$ cat src/rtl/dram_arb_pkg.sv
// Shared types and constants for the DRAM request-port arbiter.
package dram_arb_pkg;

  localparam int unsigned WORD_W = 32;

  typedef enum logic [1:0] {
    IDLE    = 2'd0,
    WR_GAP  = 2'd1,
    RD_WAIT = 2'd2
  } state_t;

  typedef logic [1:0] src_t;
  localparam src_t SRC_LD = 2'd0;
  localparam src_t SRC_ST = 2'd1;
  localparam src_t SRC_RF = 2'd2;

endpackage

$ cat src/rtl/dram_arb_if.sv
// Requester, refill and DRAM-controller signals of the arbiter, grouped as one bundle.
interface dram_arb_if
  import dram_arb_pkg::*;
#(
  parameter int unsigned AW = 32
);
  logic              ld_we;
  logic [AW-1:0]     ld_addr;
  logic [WORD_W-1:0] ld_wdata;
  logic              ld_ovf;

  logic              st_valid;
  logic              st_ready;
  logic [AW-1:0]     st_addr;
  logic [WORD_W-1:0] st_wdata;
  logic [3:0]        st_we;

  logic              rf_valid;
  logic              rf_ready;
  logic [AW-1:0]     rf_addr;
  logic              rf_done;
  logic [WORD_W-1:0] rf_rdata;
  logic [AW-1:0]     rf_done_addr;

  logic              dram_oe;
  logic [AW-1:0]     dram_addr;
  logic [WORD_W-1:0] dram_wdata;
  logic [3:0]        dram_we;
  logic              dram_busy;
  logic              dram_valid;
  logic [WORD_W-1:0] dram_rdata;

  logic              idle;

  modport slave (
    input  ld_we, ld_addr, ld_wdata, st_valid, st_addr, st_wdata, st_we,
           rf_valid, rf_addr, dram_busy, dram_valid, dram_rdata,
    output ld_ovf, st_ready, rf_ready, rf_done, rf_rdata, rf_done_addr,
           dram_oe, dram_addr, dram_wdata, dram_we, idle
  );

  modport master (
    output ld_we, ld_addr, ld_wdata, st_valid, st_addr, st_wdata, st_we,
           rf_valid, rf_addr, dram_busy, dram_valid, dram_rdata,
    input  ld_ovf, st_ready, rf_ready, rf_done, rf_rdata, rf_done_addr,
           dram_oe, dram_addr, dram_wdata, dram_we, idle
  );
endinterface

$ cat src/rtl/dram_wfifo.sv
// Synchronous store FIFO; pointers carry one extra wrap bit to tell full from empty.
module dram_wfifo #(
  parameter int unsigned DEPTH = 4,
  parameter int unsigned DW    = 68
) (
  input  logic                   CLK,
  input  logic                   RST_X,
  input  logic                   push,
  input  logic [DW-1:0]          din,
  input  logic                   pop,
  output logic [DW-1:0]          dout,
  output logic                   full,
  output logic                   empty,
  output logic [$clog2(DEPTH):0] count
);
  localparam int unsigned PW = $clog2(DEPTH) + 1;

  logic [DW-1:0] mem [DEPTH];
  logic [PW-1:0] wptr, rptr;
  logic          do_push, do_pop;

  assign full    = (wptr[PW-1] != rptr[PW-1]) && (wptr[PW-2:0] == rptr[PW-2:0]);
  assign empty   = (wptr == rptr);
  assign count   = wptr - rptr;
  assign dout    = mem[rptr[PW-2:0]];
  assign do_push = push && !full;
  assign do_pop  = pop && !empty;

  always_ff @(posedge CLK or negedge RST_X) begin
    if (!RST_X) begin
      wptr <= '0;
      rptr <= '0;
    end else begin
      if (do_push) wptr <= wptr + PW'(1);
      if (do_pop)  rptr <= rptr + PW'(1);
    end
  end

  // Storage needs no reset: entries are only read behind a valid pointer.
  always_ff @(posedge CLK) begin
    if (do_push) mem[wptr[PW-2:0]] <= din;
  end
endmodule

$ cat src/rtl/dram_arb.sv
// Arbitrates loader writes, buffered stores and refill reads onto one DRAM port,
// holding refills back until every older write has been issued.
module dram_arb
  import dram_arb_pkg::*;
#(
  parameter int unsigned FIFO_DEPTH = 4,
  parameter int unsigned AW         = 32
) (
  input  logic       CLK,
  input  logic       RST_X,
  dram_arb_if.slave  bus
);
  localparam int unsigned PW  = $clog2(FIFO_DEPTH) + 1;
  localparam int unsigned FDW = AW + WORD_W + 4;

  state_t            state, state_nxt;
  logic              ld_pend, ld_pend_nxt, ld_ovf_q;
  logic [AW-1:0]     ld_addr_q, rf_addr_q;
  logic [WORD_W-1:0] ld_data_q;

  logic              oe_q, rf_ready_q, rf_done_q, idle_q;
  logic [AW-1:0]     addr_q, done_addr_q;
  logic [WORD_W-1:0] wdata_q, rdata_q;
  logic [3:0]        we_q;

  logic              full, empty, st_fire, rf_elig, issue, pop, idle_nxt;
  logic [PW-1:0]     count, cnt_nxt;
  logic [FDW-1:0]    head;
  logic [AW-1:0]     h_addr;
  logic [WORD_W-1:0] h_wdata;
  logic [3:0]        h_we;
  src_t              src;

  dram_wfifo #(.DEPTH(FIFO_DEPTH), .DW(FDW)) u_wfifo (
    .CLK   (CLK),
    .RST_X (RST_X),
    .push  (st_fire),
    .din   ({bus.st_addr, bus.st_wdata, bus.st_we}),
    .pop   (pop),
    .dout  (head),
    .full  (full),
    .empty (empty),
    .count (count)
  );

  assign {h_addr, h_wdata, h_we} = head;
  assign st_fire = bus.st_valid && !full;
  // A write arriving this cycle (store or loader) must still land ahead of the refill.
  assign rf_elig = bus.rf_valid && empty && !ld_pend && !bus.ld_we && !st_fire;

  // Issue decision and next-state values.
  always_comb begin
    issue     = 1'b0;
    src       = SRC_LD;
    state_nxt = state;
    if (state == IDLE && !bus.dram_busy) begin
      if (ld_pend) begin
        issue = 1'b1;
        src   = SRC_LD;
      end else if (!empty) begin
        issue = 1'b1;
        src   = SRC_ST;
      end else if (rf_elig) begin
        issue = 1'b1;
        src   = SRC_RF;
      end
    end
    case (state)
      IDLE:    if (issue) state_nxt = (src == SRC_RF) ? RD_WAIT : WR_GAP;
      WR_GAP:  state_nxt = IDLE;
      RD_WAIT: if (bus.dram_valid) state_nxt = IDLE;
      default: state_nxt = IDLE;
    endcase
    pop         = issue && (src == SRC_ST);
    ld_pend_nxt = bus.ld_we || (ld_pend && !(issue && src == SRC_LD));
    cnt_nxt     = count + PW'(st_fire) - PW'(pop);
    idle_nxt    = (cnt_nxt == '0) && !ld_pend_nxt && (state_nxt == IDLE);
  end

  always_ff @(posedge CLK or negedge RST_X) begin
    if (!RST_X) begin
      state       <= IDLE;
      ld_pend     <= 1'b0;
      ld_ovf_q    <= 1'b0;
      ld_addr_q   <= '0;
      ld_data_q   <= '0;
      rf_addr_q   <= '0;
      oe_q        <= 1'b0;
      rf_ready_q  <= 1'b0;
      rf_done_q   <= 1'b0;
      idle_q      <= 1'b1;
      addr_q      <= '0;
      wdata_q     <= '0;
      we_q        <= '0;
      rdata_q     <= '0;
      done_addr_q <= '0;
    end else begin
      state      <= state_nxt;
      ld_pend    <= ld_pend_nxt;
      idle_q     <= idle_nxt;
      oe_q       <= issue;
      rf_ready_q <= issue && (src == SRC_RF);
      rf_done_q  <= (state == RD_WAIT) && bus.dram_valid;
      if (bus.ld_we) begin
        ld_addr_q <= bus.ld_addr;
        ld_data_q <= bus.ld_wdata;
        if (ld_pend) ld_ovf_q <= 1'b1;
      end
      if (issue) begin
        case (src)
          SRC_LD: begin
            addr_q  <= ld_addr_q;
            wdata_q <= ld_data_q;
            we_q    <= 4'hf;
          end
          SRC_ST: begin
            addr_q  <= h_addr;
            wdata_q <= h_wdata;
            we_q    <= h_we;
          end
          default: begin
            addr_q    <= bus.rf_addr;
            we_q      <= 4'h0;
            rf_addr_q <= bus.rf_addr;
          end
        endcase
      end
      if (state == RD_WAIT && bus.dram_valid) begin
        rdata_q     <= bus.dram_rdata;
        done_addr_q <= rf_addr_q;
      end
    end
  end

  assign bus.ld_ovf       = ld_ovf_q;
  assign bus.st_ready     = !full;
  assign bus.rf_ready     = rf_ready_q;
  assign bus.rf_done      = rf_done_q;
  assign bus.rf_rdata     = rdata_q;
  assign bus.rf_done_addr = done_addr_q;
  assign bus.dram_oe      = oe_q;
  assign bus.dram_addr    = addr_q;
  assign bus.dram_wdata   = wdata_q;
  assign bus.dram_we      = we_q;
  assign bus.idle         = idle_q;
endmodule

$ cat src/flat_wrapper.sv
// flat-port wrapper written by rule: the top's interface ports become plain ports
module dram_arb_flat import dram_arb_pkg::*;
#(
  parameter int unsigned FIFO_DEPTH = 4,
  parameter int unsigned AW         = 32
)
  (CLK, RST_X, bus_ld_we, bus_ld_addr, bus_ld_wdata, bus_st_valid, bus_st_addr, bus_st_wdata, bus_st_we, bus_rf_valid, bus_rf_addr, bus_dram_busy, bus_dram_valid, bus_dram_rdata, bus_ld_ovf, bus_st_ready, bus_rf_ready, bus_rf_done, bus_rf_rdata, bus_rf_done_addr, bus_dram_oe, bus_dram_addr, bus_dram_wdata, bus_dram_we, bus_idle);
  dram_arb_if #(.AW(AW)) bus_i ();
  input  logic CLK;
  input  logic RST_X;
  input wire logic [$bits(bus_i.ld_we)-1:0] bus_ld_we;
  input wire logic [$bits(bus_i.ld_addr)-1:0] bus_ld_addr;
  input wire logic [$bits(bus_i.ld_wdata)-1:0] bus_ld_wdata;
  input wire logic [$bits(bus_i.st_valid)-1:0] bus_st_valid;
  input wire logic [$bits(bus_i.st_addr)-1:0] bus_st_addr;
  input wire logic [$bits(bus_i.st_wdata)-1:0] bus_st_wdata;
  input wire logic [$bits(bus_i.st_we)-1:0] bus_st_we;
  input wire logic [$bits(bus_i.rf_valid)-1:0] bus_rf_valid;
  input wire logic [$bits(bus_i.rf_addr)-1:0] bus_rf_addr;
  input wire logic [$bits(bus_i.dram_busy)-1:0] bus_dram_busy;
  input wire logic [$bits(bus_i.dram_valid)-1:0] bus_dram_valid;
  input wire logic [$bits(bus_i.dram_rdata)-1:0] bus_dram_rdata;
  output wire logic [$bits(bus_i.ld_ovf)-1:0] bus_ld_ovf;
  output wire logic [$bits(bus_i.st_ready)-1:0] bus_st_ready;
  output wire logic [$bits(bus_i.rf_ready)-1:0] bus_rf_ready;
  output wire logic [$bits(bus_i.rf_done)-1:0] bus_rf_done;
  output wire logic [$bits(bus_i.rf_rdata)-1:0] bus_rf_rdata;
  output wire logic [$bits(bus_i.rf_done_addr)-1:0] bus_rf_done_addr;
  output wire logic [$bits(bus_i.dram_oe)-1:0] bus_dram_oe;
  output wire logic [$bits(bus_i.dram_addr)-1:0] bus_dram_addr;
  output wire logic [$bits(bus_i.dram_wdata)-1:0] bus_dram_wdata;
  output wire logic [$bits(bus_i.dram_we)-1:0] bus_dram_we;
  output wire logic [$bits(bus_i.idle)-1:0] bus_idle;
  assign bus_i.ld_we = bus_ld_we;
  assign bus_i.ld_addr = bus_ld_addr;
  assign bus_i.ld_wdata = bus_ld_wdata;
  assign bus_i.st_valid = bus_st_valid;
  assign bus_i.st_addr = bus_st_addr;
  assign bus_i.st_wdata = bus_st_wdata;
  assign bus_i.st_we = bus_st_we;
  assign bus_i.rf_valid = bus_rf_valid;
  assign bus_i.rf_addr = bus_rf_addr;
  assign bus_i.dram_busy = bus_dram_busy;
  assign bus_i.dram_valid = bus_dram_valid;
  assign bus_i.dram_rdata = bus_dram_rdata;
  assign bus_ld_ovf = bus_i.ld_ovf;
  assign bus_st_ready = bus_i.st_ready;
  assign bus_rf_ready = bus_i.rf_ready;
  assign bus_rf_done = bus_i.rf_done;
  assign bus_rf_rdata = bus_i.rf_rdata;
  assign bus_rf_done_addr = bus_i.rf_done_addr;
  assign bus_dram_oe = bus_i.dram_oe;
  assign bus_dram_addr = bus_i.dram_addr;
  assign bus_dram_wdata = bus_i.dram_wdata;
  assign bus_dram_we = bus_i.dram_we;
  assign bus_idle = bus_i.idle;
  dram_arb #(.FIFO_DEPTH(FIFO_DEPTH), .AW(AW)) u_core (.CLK(CLK), .RST_X(RST_X), .bus(bus_i));
endmodule
$ cat config.mk
export PLATFORM = sky130hd
export DESIGN_NAME = dram_arb_flat
export DESIGN_NICKNAME = d
export VERILOG_FILES = /design/src/rtl/dram_arb_pkg.sv /design/src/rtl/dram_arb_if.sv /design/src/rtl/dram_wfifo.sv /design/src/rtl/dram_arb.sv /design/src/flat_wrapper.sv
export SDC_FILE = /design/constraint.sdc
export NUM_CORES = 1
export LEC_CHECK = 0
export ABC_AREA = 1
export CORE_AREA = 2 2 280 254
export CTS_BUF_LIST = sky130_fd_sc_hd__clkbuf_4
export CTS_CLUSTER_DIAMETER = 80
export DETAILED_ROUTE_END_ITERATION = 12
export DIE_AREA = 0 0 282 256
export PLACE_DENSITY_LB_ADDON = 0.25
export RECOVER_POWER = 25
export SYNTH_ARGS = -nofsm -noshare
export SYNTH_HDL_FRONTEND = slang
export SYNTH_HIERARCHICAL = 1
export SYNTH_SLANG_ARGS = --single-unit
$ cat constraint.sdc
create_clock -name CLK -period 4.9 [get_ports CLK]
set_input_delay 0.49 -clock CLK [delete_from_list [all_inputs] [get_ports CLK]]
set_output_delay 0.49 -clock CLK [all_outputs]
set_load 0.01 [all_outputs]
==> results, run 1 <==
- The buffer count from post-CTS setup fixing is 0.
- The placed instances occupy a cell area of 24740 sq um.
- The most used flip-flop cell after synthesis is edfxtp_1.
- The net load switching power is 4.995 mW.
- Dividing the final minimum period by the clock period gives 75.34%.
- The total wire length after detailed routing is 59480 um.
- The TritonCTS clock tree is done.
- Across the VDD grid, the largest voltage drop is 288.0 uV.
- The total area inside the core boundary comes to 69410 sq um.
- For the pin with the worst max-slew slack, the measured transition is 2761 ps.
- The highest clock rate is 270.9 MHz.
- The run finished, with violations left.
- The remaining global-route overflow is 0.
- The final setup violation count is 0.
- The tool flagged a number of max-cap violations equal to 1.
- The number of endpoints with negative hold slack in the final report was 0.
- The die footprint is 72190 sq um.
- The final standard cell count with taps included and fillers excluded is 3355.
- The number of slew-limit violations in the final report is 102.
- At the worst endpoint, the required time is 4410 ps.
- The average wire per standard cell is 17.73 um.
- Entering global routing, the biggest net connects 103 pins.
- The final standard cell area without fillers is 27140 sq um.
- The category of the critical setup timing path is flop to output pin.
- For this configuration, the core starts out at a cell density of 29.67%.
- The logic gate share of total power is 30.2%.
- Sorting the synthesized cells by how often they occur yields nand2_1 (436), edfxtp_1 (272), dfrtp_1 (241), o21ai_0 (184), nor2_1 (160).
- In this run the static leakage power is 11.32 nW.
- The largest area contributor in the synthesized netlist is edfxtp_1.
- The clock tree buffer depth is 3.
- Net switching is 33.87% of the power.
- Setup repair after global routing left no endpoint under its margin.
- Clock latency on the worst-skew pair, taken at its later pin, is 960 ps.
- The number of antenna violations at the first check in global routing is 24.
- Across the routed clock network, the largest skew measured is 71.52 ps.
- The number of storage elements in the synthesis netlist is 514.
- The layout has 6822 filler cells.
- The power density over the cells is 543.2 nW/um^2.
- The tree built by TritonCTS fans out to 514 sinks.
- Yosys attributes the largest share of cell area to edfxtp_1 (40%), dfrtp_1 (29%), nand2_1 (7.9%), o21ai_0 (4.5%), nor2_1 (2.9%).
- The post-placement cell count is 3042.
- The count of buffers from port buffering is 340.
- Dividing the detail-routed via count by the number of cells gives 4.479.
- The distinct cell type count after synthesis is 35.
- Detailed placement ended at an HPWL of 37020 um.
- In this run, the clock network consumes 27.2% of the power.
- Measured along the y axis, the die boundary spans 256 um.
- The cell at the root of the clock tree is clkbuf_4.
- The sequential-to-total area share from yosys stat is 69.08%.
- The library cell with the highest instance count after synthesis is nand2_1.
- The utilization after layout is 39.11%.
- The worst setup path is launched from a flop.
- Global routing consumed, over all layers together, 16.41% of the routing resources.
- Relative to the synthesized area, the layout overhead comes to 31.83%.
- The floorplan step set the die width to 282 um.
- The cell area that synthesis handed to floorplanning was 20590 sq um.
- The worst setup path is captured at an output pin.
- The internal power of the cells totals 9.751 mW.
- The synthesis warning total is 6.
- Routability-driven placement finished with a final weighted congestion of 0.8614.
- The worst path in the final design needs a cycle of 3691 ps, including I/O delays and setup.
- Synthesis produced 1844 cells.
- The first global-routing pass estimated 89230 um of wire.
- The DRC violation count after routing is 0.
- The residual antenna-violating net count after detailed routing is 0.
- The first detailed-routing pass ran for 6 iterations.
- The highest net fanout along the worst path is 59.
- The number of flops mapped to enable cells by yosys is 272.
- The ratio of cells with drive above 1 in the final layout is 13.31%.
- The clock-pin transition on the worst setup and hold timing paths is 60 ps.
- The top cell type by area accounts for 39.67% of the synthesized area.
- The worst hold-check path type is input pin to flop.
- The total CTS buffers is 142.
- In this run, the number of DRC markers left after iteration 0 of detailed routing was 920.
- The checks that failed: max-capacitance violations, max-slew violations.
- Synthesis produced a netlist with a net count of 2058.
- After synthesis, the mean cell area works out to 11.17 sq um.
- Of all flip-flops after synthesis, the portion carrying an async set or reset was 47.08%.
- The initialized floorplan defines 92 standard-cell rows.
- Of the total power, registers draw 42.5%.
- The worst relative slew slack is -84.03%.
- The overall power of the completed layout is 14.75 mW.
- The number of global-route vias before repair is 15.13k.
- The number of top-level pins is 341.
- The final route contains 15.03k vias.
- The total number of nets in the final design is 2510.
- The H-tree generated during clock tree synthesis spans 4 levels.
- The worst path arrival time is 3200 ps.
==> worst max-delay path, cell delays in order, from the launching register on <==
cell and delay [ps]:
dfrtp_4 840, ha_1 370, nand2_1 70, inv_1 50
nand3_1 170, inv_1 80, inv_1 90, clkdlybuf4s50_1 630
==> cells by family (layout without fill, tap and decap cells) <==
logic type | after synthesis | in the layout | share of synthesized area [%]
adder cells (fa/ha/maj) | 11 | 11 | 0.7413
multiplexers | 32 | 32 | 1.750
AO/OA/AOI/OAI | 370 | 370 | 9.418
flip-flops | 514 | 514 | 69.08
other | 0 | 10 | 0
XOR/XNOR | 4 | 4 | 0.1702
buffers and inverters | 241 | 802 | 5.760
AND/OR/NAND/NOR | 672 | 672 | 13.08
==> cell usage in the layout, fill, tap and decap left out, drive strengths merged, types with 2 or more instances in the layout <==
master,instances
clkinv,27
xnor2,2
fa,2
diode,10
nand3,60
nor3,2
o22ai,68
inv,140
xor2,2
or2,8
bufinv,3
clkbuf,219
o21ai,300
clkdlybuf4s50,270
edfxtp,272
dlygate4sd3,118
nand2,438
mux2,32
nor2,164
buf,22
ha,9
clkinvlp,3
dfrtp,241
==> path summary, 6_finish.rpt <==
| kind | start | endpoint | slack [ps] | cells past startpoint |
|---|---|---|---|---|
| max in group asynchronous | RST_X | u_core/u_wfifo/rptr[0]$_DFFE_PN0P_ | 1910 | 2 |
| worst min-delay path | bus_ld_we | u_core/bus.ld_ovf$_DFFE_PN0P_ | 120 | 2 |
| worst max register to register | u_core/u_wfifo/rptr[0]$_DFFE_PN0P_ | u_core/bus.idle$_DFF_PN1_ | 1300 | 15 |
| min in group asynchronous | RST_X | u_core/bus.rf_rdata[31]$_DFFE_PN0P_ | 970 | 2 |
| worst max-delay path | u_core/u_wfifo/rptr[0]$_DFFE_PN0P_ | bus_st_ready | 1210 | 7 |
| worst min register to register | u_core/bus.ld_ovf$_DFFE_PN0P_ | u_core/bus.ld_ovf$_DFFE_PN0P_ | 460 | 1 |
==> through the flow <==
step	setup TNS (ps)	setup WS (ps)	hold slack [ps]
after CTS	0	1087	0.8072
after floorplan	-50880	-249.4	194.4
after global placement	0	1334	446.6
after detailed placement	0	1268	447.6
after global routing	0	974.8	23.04
final	0	1209	116.6
==> metal layers <==
metal	vias up	track usage [%]	wire length, um
met2	472	25.62	27370
met4	20	5.910	1157
met5	-	0	126
met3	115	5.705	4687
met1	7200	21.01	26140
li1	7219	-	-
==> state kept, by name, summed over array words and instances, names as in the netlist, 32 cells and up <==
register,count
u_core/ld_data_q,32
u_core/bus.rf_done_addr,32
u_core/bus.dram_addr,32
u_core/u_wfifo/mem,272
u_core/ld_addr_q,32
u_core/bus.dram_wdata,32
u_core/bus.rf_rdata,32
u_core/rf_addr_q,32
==> power groups by stage <==
stage	registers, mW	clock network (mW)	logic (mW)
global route	6.39	4.41	4.95
finish	6.27	4.02	4.46
CTS	6.29	4.21	4.54
floorplan	6.44	0	2.34
detailed placement	6.36	0	4.49
global placement	6.33	0	4.42
==> what timing repair did <==
item	in CTS	in global routing
hold buffers	50	0
hold endpoints to repair	147	0
gates resized for setup	0	0
==> final cells by class <==
| type | count | area (sq um) | area share [%] |
|---|---|---|---|
| Antenna cell | 10 | 25.02 | 0.09219 |
| Tap cell | 940 | 1176 | 4.333 |
| Multi-Input combinational cell | 1089 | 5210 | 19.19 |
| Sequential cell | 514 | 14230 | 52.42 |
| Clock inverter | 35 | 254.0 | 0.9357 |
| Clock buffer | 218 | 1637 | 6.029 |
| Inverter | 138 | 521.8 | 1.922 |
| Timing Repair Buffer | 411 | 4091 | 15.07 |
No activity file was read; power rests on OpenSTA's default activity.
==> run 2: changes to the inputs <==
==> constraint.sdc (replaced) <==
create_clock -name CLK -period 3.5 [get_ports CLK]
set_input_delay 0.35 -clock CLK [delete_from_list [all_inputs] [get_ports CLK]]
set_output_delay 0.35 -clock CLK [all_outputs]
set_load 0.01 [all_outputs]
==> results, run 2 (synthesized netlist as in run 1, its figures left out) <==
- Outcome: complete, but fails checks (unchanged).
- Failing checks: max-capacitance violations, max-slew violations (unchanged).
- The clock latency on the worst-skew pair is 960 ps (about the same).
- The TritonCTS sink count came to 514 (unchanged).
- The H-tree depth reported by CTS is 4 (unchanged).
- The critical path launch point type is a flop (unchanged).
- The clock tree buffer depth is 3 (unchanged).
- The leakage power summed over all cells is 11.94 nW (was 11.32 nW).
- For this run, the top clock speed supported by timing is 310.2 MHz.
- The transition time of the tightest slew-check pin is 2401 ps (was 2761 ps).
- The worst path arrival time is 2870 ps (was 3200 ps).
- The effective utilization at floorplan is 29.67% (unchanged).
- The die height is 256 um (unchanged).
- The number of vias per cell after detailed routing is 4.409 (was 4.479).
- The layout overhead on the synthesized area came to 39.26% (was 31.83%).
- The switching power as a share of total power was 33.91% (was 33.87%).
- The length of the first detailed-routing pass in iterations is 5 (was 6).
- The DRC violation count after routing is 0 (unchanged).
- The most common library cell in the layout ignoring fill and taps is nand2_1 (unchanged).
- The number of top-level pins was 341 (unchanged).
- The critical path required time is 3150 ps (was 4410 ps).
- The worst relative slew slack is -60.10% (was -84.03%).
- The logic gate share of total power is 31.7% (was 30.2%).
- The final estimated routing congestion in global placement is 0.8384 (was 0.8614).
- The placeable core region is 69410 sq um (unchanged).
- The post-placement setup slack was 529.8 ps (was 1268 ps).
- For the finished layout, the period the worst path requires is 3224 ps.
- The overall power of the completed layout was 20.63 mW (was 14.75 mW).
- The overall routing resource usage is 16.40% (was 16.41%).
- The largest vdd supply drop is 598.0 uV (was 288.0 uV).
- The final standard cell area without fillers is 28680 sq um (was 27140 sq um).
- The category of the critical setup timing path was flop to output pin (unchanged).
- The final standard cell count with taps included and fillers excluded is 3519 (was 3355).
- The post-placement cell count is 3049 (was 3042).
- The highest metal layer with signal wires was met5 (unchanged).
- The power density over the cells came to 719.5 nW/um^2 (was 543.2 nW/um^2).
- The TritonCTS clock tree was done (unchanged).
- Most frequent cells in the layout: nand2_1 (436), edfxtp_1 (272), clkdlybuf4s50_1 (270), dlygate4sd3_1 (257), dfrtp_1 (239) (was nand2_1 (436), edfxtp_1 (272), clkdlybuf4s50_1 (270), dfrtp_1 (239), clkbuf_4 (218)).
- The cell at the root of the clock tree is clkbuf_4 (unchanged).
- The flip-flop count of the largest register after layout is 272 (unchanged).
- The final setup violation count is 0 (unchanged).
- The routed length on met1 is 26350 um (was 26140 um).
- The worst hold-check slack is 118.2 ps (was 116.6 ps).
- The horizontal die dimension was 282 um (unchanged).
- The max capacitance violation total is 1 (unchanged).
- Of the available clock period, the critical path in the final layout requires 92.10%.
- The HPWL after detailed placement was 36690 um (was 37020 um).
- The number of endpoints with negative hold slack in the final report is 0 (unchanged).
- The met3 layer wire length in the routed design is 3452 um (was 4687 um).
- The met2 routed wirelength is 28340 um (was 27370 um).
- The total number of nets in the final design is 2659 (was 2510).
- The number of antenna violations at the first check in global routing is 14 (was 24).
- The first-pass GRT wire length is 90220 um (was 89230 um).
- The highest net fanout along the worst path came to 6 (was 59).
- The ratio of cells with drive above 1 in the final layout is 12.44% (was 13.31%).
- The total number of vias came to 15.52k (was 15.03k).
- The total CTS buffers is 144 (was 142).
- The cell area reported after detailed placement is 24870 sq um (was 24740 sq um).
- Setup repair after global routing missed its margin: false (unchanged).
- The remaining global-route overflow is 0 (unchanged).
- The internal power contribution is 13.64 mW (was 9.751 mW).
- The worst hold-check path type is input pin to flop (unchanged).
- The largest net degree at the start of global routing is 97 (was 103).
- The die footprint came to 72190 sq um (unchanged).
- The average wire per standard cell was 16.84 um (was 17.73 um).
- The net load switching power is 6.996 mW (was 4.995 mW).
- The nature of the critical path endpoint is an output pin (unchanged).
- The initial detailed-routing violation count was 934 (was 920).
- The final critical-path setup slack is 276.4 ps (was 1209 ps).
- The number of gates given a new drive strength after cts is 0 (unchanged).
- The count of buffers from port buffering is 340 (unchanged).
- The clock tree skew after final layout was 56.79 ps (was 71.52 ps).
- The clock group share of total power came to 26.4% (was 27.2%).
- The number of global-route vias before repair is 15.80k (was 15.13k).
- The residual antenna-violating net count after detailed routing came to 0 (unchanged).
- The number of slew-limit violations in the final report was 36 (was 102).
- The portion of total power attributed to sequential cells is 41.9% (was 42.5%).
- The row count is 92 (unchanged).
- The total wire length after detailed routing is 59270 um (was 59480 um).
- The clock-pin transition on the worst setup and hold timing paths is 70 ps (was 60 ps).
run 2: cell count changes in the layout (fill, tap and decap cells not counted), moves of 4 or more:
| cell | before | now |
|---|---|---|
| dlygate4sd3_1 | 118 | 257 |
| clkinv_1 | 18 | 38 |
| buf_12 | 3 | 9 |
| clkbuf_4 | 218 | 213 |
| diode_2 | 10 | 14 |
run 2: timing repair:
| action | in CTS | in global routing |
|---|---|---|
| hold endpoints to repair | 628 | 0 |
| setup buffers | 0 | 0 |
| hold buffers | 190 | 0 |
run 2: layer usage:
| metal | GRT usage, % | vias up |
|---|---|---|
| met5 | 0 | - |
| li1 | - | 7537 |
| met3 | 4.692 | 100 |
| met1 | 20.75 | 7452 |
| met4 | 5.881 | 18 |
| met2 | 26.65 | 409 |
run 2: final timing paths:
kind | start | end | slack [ps] | cells past startpoint
max | u_core/u_wfifo/wptr[0]$_DFFE_PN0P_ | bus_st_ready | 280 | 8
max reg2reg | u_core/u_wfifo/wptr[0]$_DFFE_PN0P_ | u_core/u_wfifo/mem[0][4]$_DFFE_PP_ | 560 | 10
max in group asynchronous | RST_X | u_core/bus.dram_addr[15]$_DFFE_PN0N_ | 1690 | 4
min in group asynchronous | RST_X | u_core/u_wfifo/wptr[1]$_DFFE_PN0P_ | 770 | 3
min reg2reg | u_core/bus.ld_ovf$_DFFE_PN0P_ | u_core/bus.ld_ovf$_DFFE_PN0P_ | 460 | 1
min | bus_rf_addr[10] | u_core/rf_addr_q[10]$_DFFE_PN0P_ | 120 | 3
run 2: area by class of cell:
| cell class | instances | area [sq um] |
|---|---|---|
| clock buffers | 213 | 1599 |
| flip-flops and latches | 514 | 14230 |
| multi-input cells | 1089 | 5210 |
| inverters | 138 | 524.3 |
| well taps | 940 | 1176 |
| repair buffers | 558 | 5633 |
| fillers | 6703 | 40740 |
| clock inverters | 53 | 267.8 |
| diodes | 14 | 35.03 |
run 2: power by group through the flow:
| stage | Sequential [mW] | Clock (mW) | Combinational, mW |
|---|---|---|---|
| global placement | 8.71 | 0 | 6.36 |
| floorplan | 8.98 | 0 | 3.28 |
| global route | 8.79 | 6.03 | 7.23 |
| CTS | 8.65 | 5.68 | 6.68 |
| detailed placement | 8.76 | 0 | 6.46 |
| finish | 8.64 | 5.45 | 6.54 |
run 2: worst max-delay path: stages (launching register included):
cell             delay, ps
dfrtp_1                400
inv_1                  110
ha_1                   330
nand2_1                 80
inv_1                   50
nand3_1                170
inv_1                  100
inv_1                  120
clkdlybuf4s50_1        600
run 2: metrics by stage:
step | utilization (%) | setup TNS (ps)
2_1_floorplan | - | -110960
3_3_place_gp | 35.83 | 0
3_5_place_dp | 35.83 | 0
4_1_cts | 41.28 | 0
5_1_grt | 41.31 | 0
6_report | 41.31 | 0
